`src/rtl/shift_pkg.sv`:
```
// Shared definitions for the execute-stage shift unit: op encodings,
// default widths and the stage-1 payload layout.
package shift_pkg;

   localparam int DW_DEF = 16;
   localparam int SW_DEF = 4;
   localparam int RW_DEF = 3;

   typedef enum logic [1:0] {
      SH_SLL = 2'b00,
      SH_SRL = 2'b01,
      SH_SRA = 2'b10,
      SH_ROL = 2'b11
   } shift_op_e;

   // Payload fields are sized by the package defaults, so the top parameters
   // are expected to stay at those defaults.
   typedef struct packed {
      shift_op_e           op;
      logic [DW_DEF-1:0]   a;
      logic [SW_DEF-1:0]   shamt;
      logic [RW_DEF-1:0]   rd;
   } s1_payload_t;

endpackage

```
`src/rtl/shift_core.sv`:
```
// Combinational logarithmic shifter: one level per shamt bit, largest step
// first, each level choosing zero, sign or wrap-around fill from the op.
module shift_core
   import shift_pkg::*;
#(
   parameter int DW = DW_DEF,
   parameter int SW = SW_DEF
) (
   input  shift_op_e       op,
   input  logic [DW-1:0]   a,
   input  logic [SW-1:0]   shamt,
   output logic [DW-1:0]   result
);

   logic [DW-1:0] stage_next;

   always_comb begin
      stage_next = a;
      for (int lvl = SW - 1; lvl >= 0; lvl--) begin
         if (shamt[lvl]) begin
            case (op)
               SH_SLL:  stage_next = stage_next << (1 << lvl);
               SH_SRL:  stage_next = stage_next >> (1 << lvl);
               SH_SRA:  stage_next = $signed(stage_next) >>> (1 << lvl);
               default: stage_next = (stage_next << (1 << lvl)) |
                                     (stage_next >> (DW - (1 << lvl)));
            endcase
         end
      end
   end

   assign result = stage_next;

endmodule

```
`src/rtl/shift_ex_stage.sv`:
```
// Two-stage pipelined shift unit: stage 1 latches the operands, stage 2
// latches the shifted result, destination tag and zero flag.
module shift_ex_stage
   import shift_pkg::*;
#(
   parameter int DW = DW_DEF,
   parameter int SW = SW_DEF,
   parameter int RW = RW_DEF
) (
   input  logic            clk,
   input  logic            rst_n,
   input  logic            flush,
   input  logic            in_valid,
   output logic            in_ready,
   input  logic [1:0]      in_op,
   input  logic [DW-1:0]   in_a,
   input  logic [SW-1:0]   in_shamt,
   input  logic [RW-1:0]   in_rd,
   output logic            out_valid,
   input  logic            out_ready,
   output logic [DW-1:0]   out_result,
   output logic [RW-1:0]   out_rd,
   output logic            out_zero
);

   logic            s1_valid_reg;
   s1_payload_t     s1_data_reg;
   logic            s2_valid_reg;
   logic [DW-1:0]   result_reg;
   logic [RW-1:0]   rd_reg;
   logic            zero_reg;

   logic            s2_ready;
   logic            in_fire;
   logic            s1_fire;
   logic [DW-1:0]   result_next;

   // Ready ripples back combinationally from out_ready so a full pipe can
   // still accept a new op in the same cycle the output drains.
   assign s2_ready = !s2_valid_reg | out_ready;
   assign in_ready = !s1_valid_reg | s2_ready;
   assign in_fire  = in_valid & in_ready;
   assign s1_fire  = s1_valid_reg & s2_ready;

   shift_core #(.DW(DW), .SW(SW)) u_core (
      .op     (s1_data_reg.op),
      .a      (s1_data_reg.a),
      .shamt  (s1_data_reg.shamt),
      .result (result_next)
   );

   always_ff @(posedge clk) begin
      if (!rst_n) begin
         s1_valid_reg <= 1'b0;
         s2_valid_reg <= 1'b0;
         result_reg   <= '0;
         rd_reg       <= '0;
         zero_reg     <= 1'b1;
      end else if (flush) begin
         s1_valid_reg <= 1'b0;
         s2_valid_reg <= 1'b0;
      end else begin
         if (in_fire)
            s1_valid_reg <= 1'b1;
         else if (s1_fire)
            s1_valid_reg <= 1'b0;

         if (s1_fire) begin
            s2_valid_reg <= 1'b1;
            result_reg   <= result_next;
            rd_reg       <= s1_data_reg.rd;
            zero_reg     <= (result_next == '0);
         end else if (out_ready) begin
            s2_valid_reg <= 1'b0;
         end
      end
   end

   // Payload only loads on an accepted transfer, so idle-bus garbage never
   // reaches the shifter; a flushed entry is harmless since valid is cleared.
   always_ff @(posedge clk) begin
      if (in_fire) begin
         s1_data_reg.op    <= shift_op_e'(in_op);
         s1_data_reg.a     <= in_a;
         s1_data_reg.shamt <= in_shamt;
         s1_data_reg.rd    <= in_rd;
      end
   end

   assign out_valid  = s2_valid_reg;
   assign out_result = result_reg;
   assign out_rd     = rd_reg;
   assign out_zero   = zero_reg;

endmodule

```
`config.mk`:
```
export PLATFORM = sky130hd
export DESIGN_NAME = shift_ex_stage
export DESIGN_NICKNAME = d
export VERILOG_FILES = /design/src/rtl/shift_pkg.sv /design/src/rtl/shift_core.sv /design/src/rtl/shift_ex_stage.sv
export SDC_FILE = /design/constraint.sdc
export NUM_CORES = 1
export LEC_CHECK = 0
export CAP_MARGIN = 20
export CORE_UTILIZATION = 25
export DETAILED_ROUTE_END_ITERATION = 8
export MAX_ROUTING_LAYER = met4
export SETUP_SLACK_MARGIN = 0.1
export SYNTH_ARGS = -nofsm -noshare
export SYNTH_HDL_FRONTEND = slang
export SYNTH_SLANG_ARGS = --single-unit
```
`constraint.sdc`:
```
create_clock -name clk -period 2.95 [get_ports clk]
set_input_delay 0.59 -clock clk [delete_from_list [all_inputs] [get_ports clk]]
set_output_delay 0.59 -clock clk [all_outputs]
set_load 0.05 [all_outputs]
```
## Word level (Yosys, flattened, before mapping)

Cells that the tools add are included.

- Equal/unequal tests: 2
- Bitwise gates (word level): 10
- Muxes and demuxes: 12
- Reduce and logical (&&, ||, !) cells: 8

Operator list:

| operator | number |
|---|---|
| case mux 16 bit (3 select lines) | 4 |
| two-way mux 16 bit | 4 |
| zero test 16 bit | 1 |
| OR 16 x 1 -> 16 bit | 1 |
| OR 16 x 2 -> 16 bit | 1 |
| OR 16 x 4 -> 16 bit | 1 |
| OR 16 x 8 -> 16 bit | 1 |
| two-way mux 1 bit | 4 |
| nonzero test 2 bit | 2 |
| AND 1 bit | 2 |
| equality test 2 x 1 -> 1 bit, second input constant | 1 |
| equality test 2 bit, second input constant | 1 |
| zero test 1 bit | 2 |
| zero test 2 bit | 1 |
| NOT 1 bit | 2 |
| OR 1 bit | 2 |
| AND reduction 2 bit | 1 |
| OR reduction 2 bit | 1 |

- Register bits: 47
- Input port bits: 30
- Output and inout port bits: 22

## Depth between registers and ports, before layout

- Depth in word-level cells: 13
- Mapped depth: 11
- Gate-level depth less buffers: 8

## By module

From an unflattened synthesis, not the netlist that was laid out.

- Cell total of the unflattened synthesis: 489
- Area, all modules: 4013.8 um^2

By module, submodules not included:

| module | sequential area each (um^2) | cells each | area an instance (um^2) | instances |
|---|---|---|---|---|
| shift_core | 0.0 | 356 | 2317.2 | 1 |
| shift_ex_stage | 1191.1 | 133 | 1696.6 | 1 |

## Worst setup path after synthesis

No wires, ideal clock.

- Kind: flip-flop to flip-flop
- From: register s1_data_reg[23] (netlist name)
- To: register zero_reg, in the netlist out_zero
- Slack: 0.489 ns
- Period minus slack after synthesis: 2.461 ns
- Arrival: 2.368 ns
- Required time: 2.857 ns
- Stages on the path, launching flop included: 10
- Cell sequence: edfxtp_1 buf_6 o21a_4 a211o_4 o2111ai_1 o31ai_1 o41a_1 a2111oi_2 nand4_1 o311ai_2

- Cells in the longest elaborated chain, start to end: 13

Ends and longest elaborated chain:

| element | line | source |
|---|---|---|
| equality test 2 bit, or another cell as far along | shift_core.sv:21 | `case (op)` |
| case mux 16 bit (3 select lines) | shift_core.sv:21 |  |
| two-way mux 16 bit | shift_core.sv:20 | `if (shamt[lvl]) begin` |
| OR 16 x 4 -> 16 bit | shift_core.sv:25 | `default: stage_next = (stage_next << (1 << lvl)) \|` |
| case mux 16 bit (3 select lines) | shift_core.sv:21 |  |
| two-way mux 16 bit | shift_core.sv:20 |  |
| OR 16 x 2 -> 16 bit | shift_core.sv:25 |  |
| case mux 16 bit (3 select lines) | shift_core.sv:21 |  |
| two-way mux 16 bit | shift_core.sv:20 |  |
| OR 16 x 1 -> 16 bit | shift_core.sv:25 |  |
| case mux 16 bit (3 select lines) | shift_core.sv:21 |  |
| two-way mux 16 bit * | shift_core.sv:20 |  |
| zero test 16 bit * | shift_ex_stage.sv:72 | `zero_reg <= (result_next == '0);` |
| to (signal assigned) | shift_ex_stage.sv:72 |  |
| to (decl) | shift_ex_stage.sv:31 | `logic zero_reg;` |

Every way passes the cells marked *; elsewhere a longest branch is shown, timed or not.
A chain may end at the register's enable or synchronous reset.

## Worst setup path after layout

- From: register s1_data_reg[6] (netlist name)
- To: register zero_reg, in the netlist out_zero

- Cells in the longest elaborated chain, start to end: 11

Ends and longest elaborated chain:

| element | line |
|---|---|
| two-way mux 16 bit * | shift_core.sv:20 |
| OR 16 x 4 -> 16 bit | shift_core.sv:25 |
| case mux 16 bit (3 select lines) | shift_core.sv:21 |
| two-way mux 16 bit * | shift_core.sv:20 |
| OR 16 x 2 -> 16 bit | shift_core.sv:25 |
| case mux 16 bit (3 select lines) | shift_core.sv:21 |
| two-way mux 16 bit * | shift_core.sv:20 |
| OR 16 x 1 -> 16 bit | shift_core.sv:25 |
| case mux 16 bit (3 select lines) | shift_core.sv:21 |
| two-way mux 16 bit * | shift_core.sv:20 |
| zero test 16 bit * | shift_ex_stage.sv:72 |

Marked as above.

==> results.txt <==
----------------------------------------------------
[Die]
  Ports placed on the boundary ... 52
  DIE HEIGHT ... 130 um
  Site Rows ... 46
  Core Area ... 15900 sq um
  Overall die width ... approximately 130 um
  Starting utilization of the core area ... between 20% and 30%
  Full die area ... 16800 sq um

[Power and ir drop]
  Pwr/cell area ... 384 nW/um^2
  Leakage power summed over all cells ... 1.98 nW
  Worst vdd ir ... ~0.26 mV
  Final Power ... between 2 and 2.5 mW

[Final layout]
  Area delta synth->final ... 36.1%
  Final antenna diode count ... 0
  Ratio of cells with drive above 1 in the final layout ... between 20% and 30%
  Fill cells ... ~1700
  Top library cells by usage in the layout, fill and taps aside ... buf_4, clkdlybuf4s50_1, nand2_1, nor2_1, a21oi_1
  Area occupied by multi-input gates ... between 2000 and 3000 sq um
  Largest register FFs ... 25
  Commonest non-fill, non-tap cell in the layout ... buf_4
  Nets ... 598
  Sequential cell area ... 1190 sq um

[Detailed routing]
  Detailed-route via count ... between 4000 and 5000
  Number of violations reported at the end of detailed-routing iteration 0 ... 621
  Iteration count of the initial detailed-routing pass ... 5
  Avg Vias per Cell ... 5.83
  ANT nets after route ... 0
  Drc violations ... 0
  Average routed wire per standard cell ... between 20 and 25 um
  WL final ... between 15 and 20 mm

[Critical path]
  Startpoint kind of the worst setup timing path ... flop
  Required time of the critical path ... around 3.2 ns
  Critical path peak fanout ... 13
  Worst r2r path cells ... 11
  Crit path top cell by count ... buf_4
  Capturing point of the worst reg2reg path ... out_zero
  Critical path's largest stage delay ... 0.44 ns
  Minimum setup slack among reg-to-reg paths ... between 0.09 and 0.1 ns
  Nature of the critical path endpoint ... flop
  Path type of the worst setup path ... reg -> reg
  Critical path's slowest cell ... edfxtp_1
  Data arrival time at the worst-slack endpoint ... approximately 3.1 ns
  Cells along the critical path ... buf_4 > clkbuf_16 > and2_1 > a221oi_2 > buf_4 > nor2_1 > o21ai_0 > o211ai_1 > a21oi_1 > nand4_1 > o311ai_2
  Startpoint of the most critical register-to-register path ... s1_data_reg[6]

[Global route]
  Gr usage total ... between 10% and 20%
  First-pass GRT wire length ... 24.6 mm
  Remaining global-route overflow ... 0
  Vias in the first global route ... 4250
  Number of antenna violations at the first check in global routing ... 0
  Maximum number of pins on one net before global-route repair ... 57

[Yosys]
  Syn Area/Cell ... roughly 8.3 sq um
  Warning count from the yosys run ... 0
  EDFF count, synth ... 25
  Number of flip-flops and latches in the synthesized netlist ... 47
  FFs w/ async S/R, synth ... 0%
  Synthesized Nets ... 518
  Sequential share of the synthesized area ... approximately 29%
  Combined area of all synthesized cells ... 4070 sq um
  Top FF cell, synth ... edfxtp_1
  Synth Instances ... approximately 500
  Number of different library cells in the post-synthesis netlist ... 77

[Clock network]
  Clock buffer count from CTS ... 5
  Clock transition time at the flip-flop clock pins of the worst setup and hold paths ... ~0.070 ns
  Clock latency on the worst-skew pair ... about 0.3 ns
  Master cell of the clock root buffer ... clkbuf_16
  TritonCTS clock tree ... yes
  Maximum clock insertion buffer count ... 2
  H-tree lvl count ... 2
  CTS Sinks ... 47

[Placed design]
  Port buffer count ... 51
  RePlAce Congestion ... just over 1
  Setup slack at placement ... between 0.06 and 0.07 ns
  Detailed placement HPWL ... around 12 mm

[STA]
  Final worst hold slack ... 0.462 ns
  Transition at the pin with the smallest max-transition slack ... around 0.54 ns
  Highest achievable clock rate ... approximately 0.35 GHz
  Aggregate negative setup slack ... 0 ns
  Final setup violation count ... 0
  Share of the clock period used by the worst path ... 96.6%
  Unrepaired setup endpoints after global routing ... no
  Worst setup skew after layout ... just under 0.009 ns
  Number of pins exceeding their max-slew limit in the final report ... 0
  Final Hold Fails ... 0
  Slew headroom ... 63.8%
  Slack of the critical path ... slightly below 0.1 ns
  Clock period minus final worst setup slack ... 2.85 ns

[Hold path]
  Worst Hold Class ... reg -> reg
  Hold Path Origin ... out_rd[2]
  Endpoint of the worst hold path ... out_rd[2]
  Hold-critical path depth ... 2

[Flow run]
  Count of maximum capacitance violations ... 0

[Run status]
  Run status ... completed

----------------------------------------------------
==> cells in the mapped netlist (5+ instances only) <==
master	number	area (sq um)
a211o_1	6	52.6
a211oi_1	16	120
a21o_1	5	37.5
a21oi_1	29	145
a221oi_1	7	61.3
a2bb2oi_1	5	43.8
a311oi_1	5	43.8
a31oi_1	9	56.3
and2_1	6	37.5
and3_1	5	31.3
buf_2	15	75.1
buf_4	6	45.0
clkbuf_1	18	67.6
dfxtp_1	22	440
edfxtp_1	25	751
inv_1	6	22.5
mux2_2	7	78.8
mux2i_1	19	190
nand2_1	45	169
nand2b_1	17	106
nand3_1	17	85.1
nor2_1	32	120
nor2b_1	13	81.3
nor3_1	10	50.1
o2111ai_1	7	61.3
o211a_1	5	50.1
o211ai_1	13	97.6
o21a_1	5	37.5
o21ai_0	27	135
o221ai_1	6	52.6
o22ai_1	7	43.8
o31ai_1	8	60.1
==> cell type report <==
class / instances / area share [%]
Clock buffer: 5 / 2.26
Clock inverter: 3 / 0.384
Inverter: 8 / 0.611
Multi-Input combinational cell: 389 / 50.1
Sequential cell: 47 / 21.5
Tap cell: 216 / 4.88
Timing Repair Buffer: 117 / 20.2
==> metal layers <==
metal  vias up  routed length (um)  GRT usage [%]  part of all wire (%)
li1       2081                   -              -                     -
met1      2206                7150           25.7                    43
met2       247                7790           30.8                    47
met3        46                1080           2.15                   6.5
met4         0                 658           9.44                   3.9
met5         -                   0              -                     0
==> report_power, final <==
group / internal [mW] / switching, mW / total (mW)
Sequential: 0.720 / 0.0327 / 0.753
Clock: 0.319 / 0.271 / 0.590
Combinational: 0.331 / 0.452 / 0.783
Total: 1.37 / 0.756 / 2.13
==> stage by stage <==
stage	utilization [%]	area, sq um	cells
final	34.8	5530	785
after global routing	34.8	5530	785
after CTS	32.9	5230	772
after detailed placement	31.9	5070	764
after global placement	31.9	5070	764
after floorplan	-	4070	488
==> worst max-delay path by stage <==
stage | depth (start not counted) | endpoint | startpoint | slack [ns]
after floorplan | 9 | out_zero | s1_data_reg[23] | 0.49
after global placement | 11 | out_zero | s1_data_reg[24] | 0.1
after detailed placement | 11 | out_zero | s1_data_reg[24] | 0.06
after CTS | 9 | out_zero | s1_data_reg[24] | 0.14
after global routing | 12 | out_zero | s1_data_reg[6] | 0.07
final | 11 | out_zero | s1_data_reg[6] | 0.1
==> cell families after synthesis <==
group	Yosys count	share of synthesized area, %
AOI/OAI and AO/OA	201	37.6
xor gates and xnor gates	2	0.800
buffers and inverters	52	6.37
DFF	47	29.3
muxes	26	6.62
and+or+nand+nor	160	19.4
==> repair_timing <==
action	4_1_cts	5_1_grt
resized for setup	2	28
pin swaps	0	8
cloned	0	4
hold buffers	0	0
setup endpoints to repair	1	1
buffers inserted	0	9
==> critical path, delay by kind of cell, from the launching register on <==
family | cells | cell delay, ns
buffers and inverters | 3 | 0.54
and+or+nand+nor | 3 | 0.41
AOI/OAI and AO/OA | 5 | 1.37
DFF | 1 | 0.44
Power figures use the tool's default switching activity.
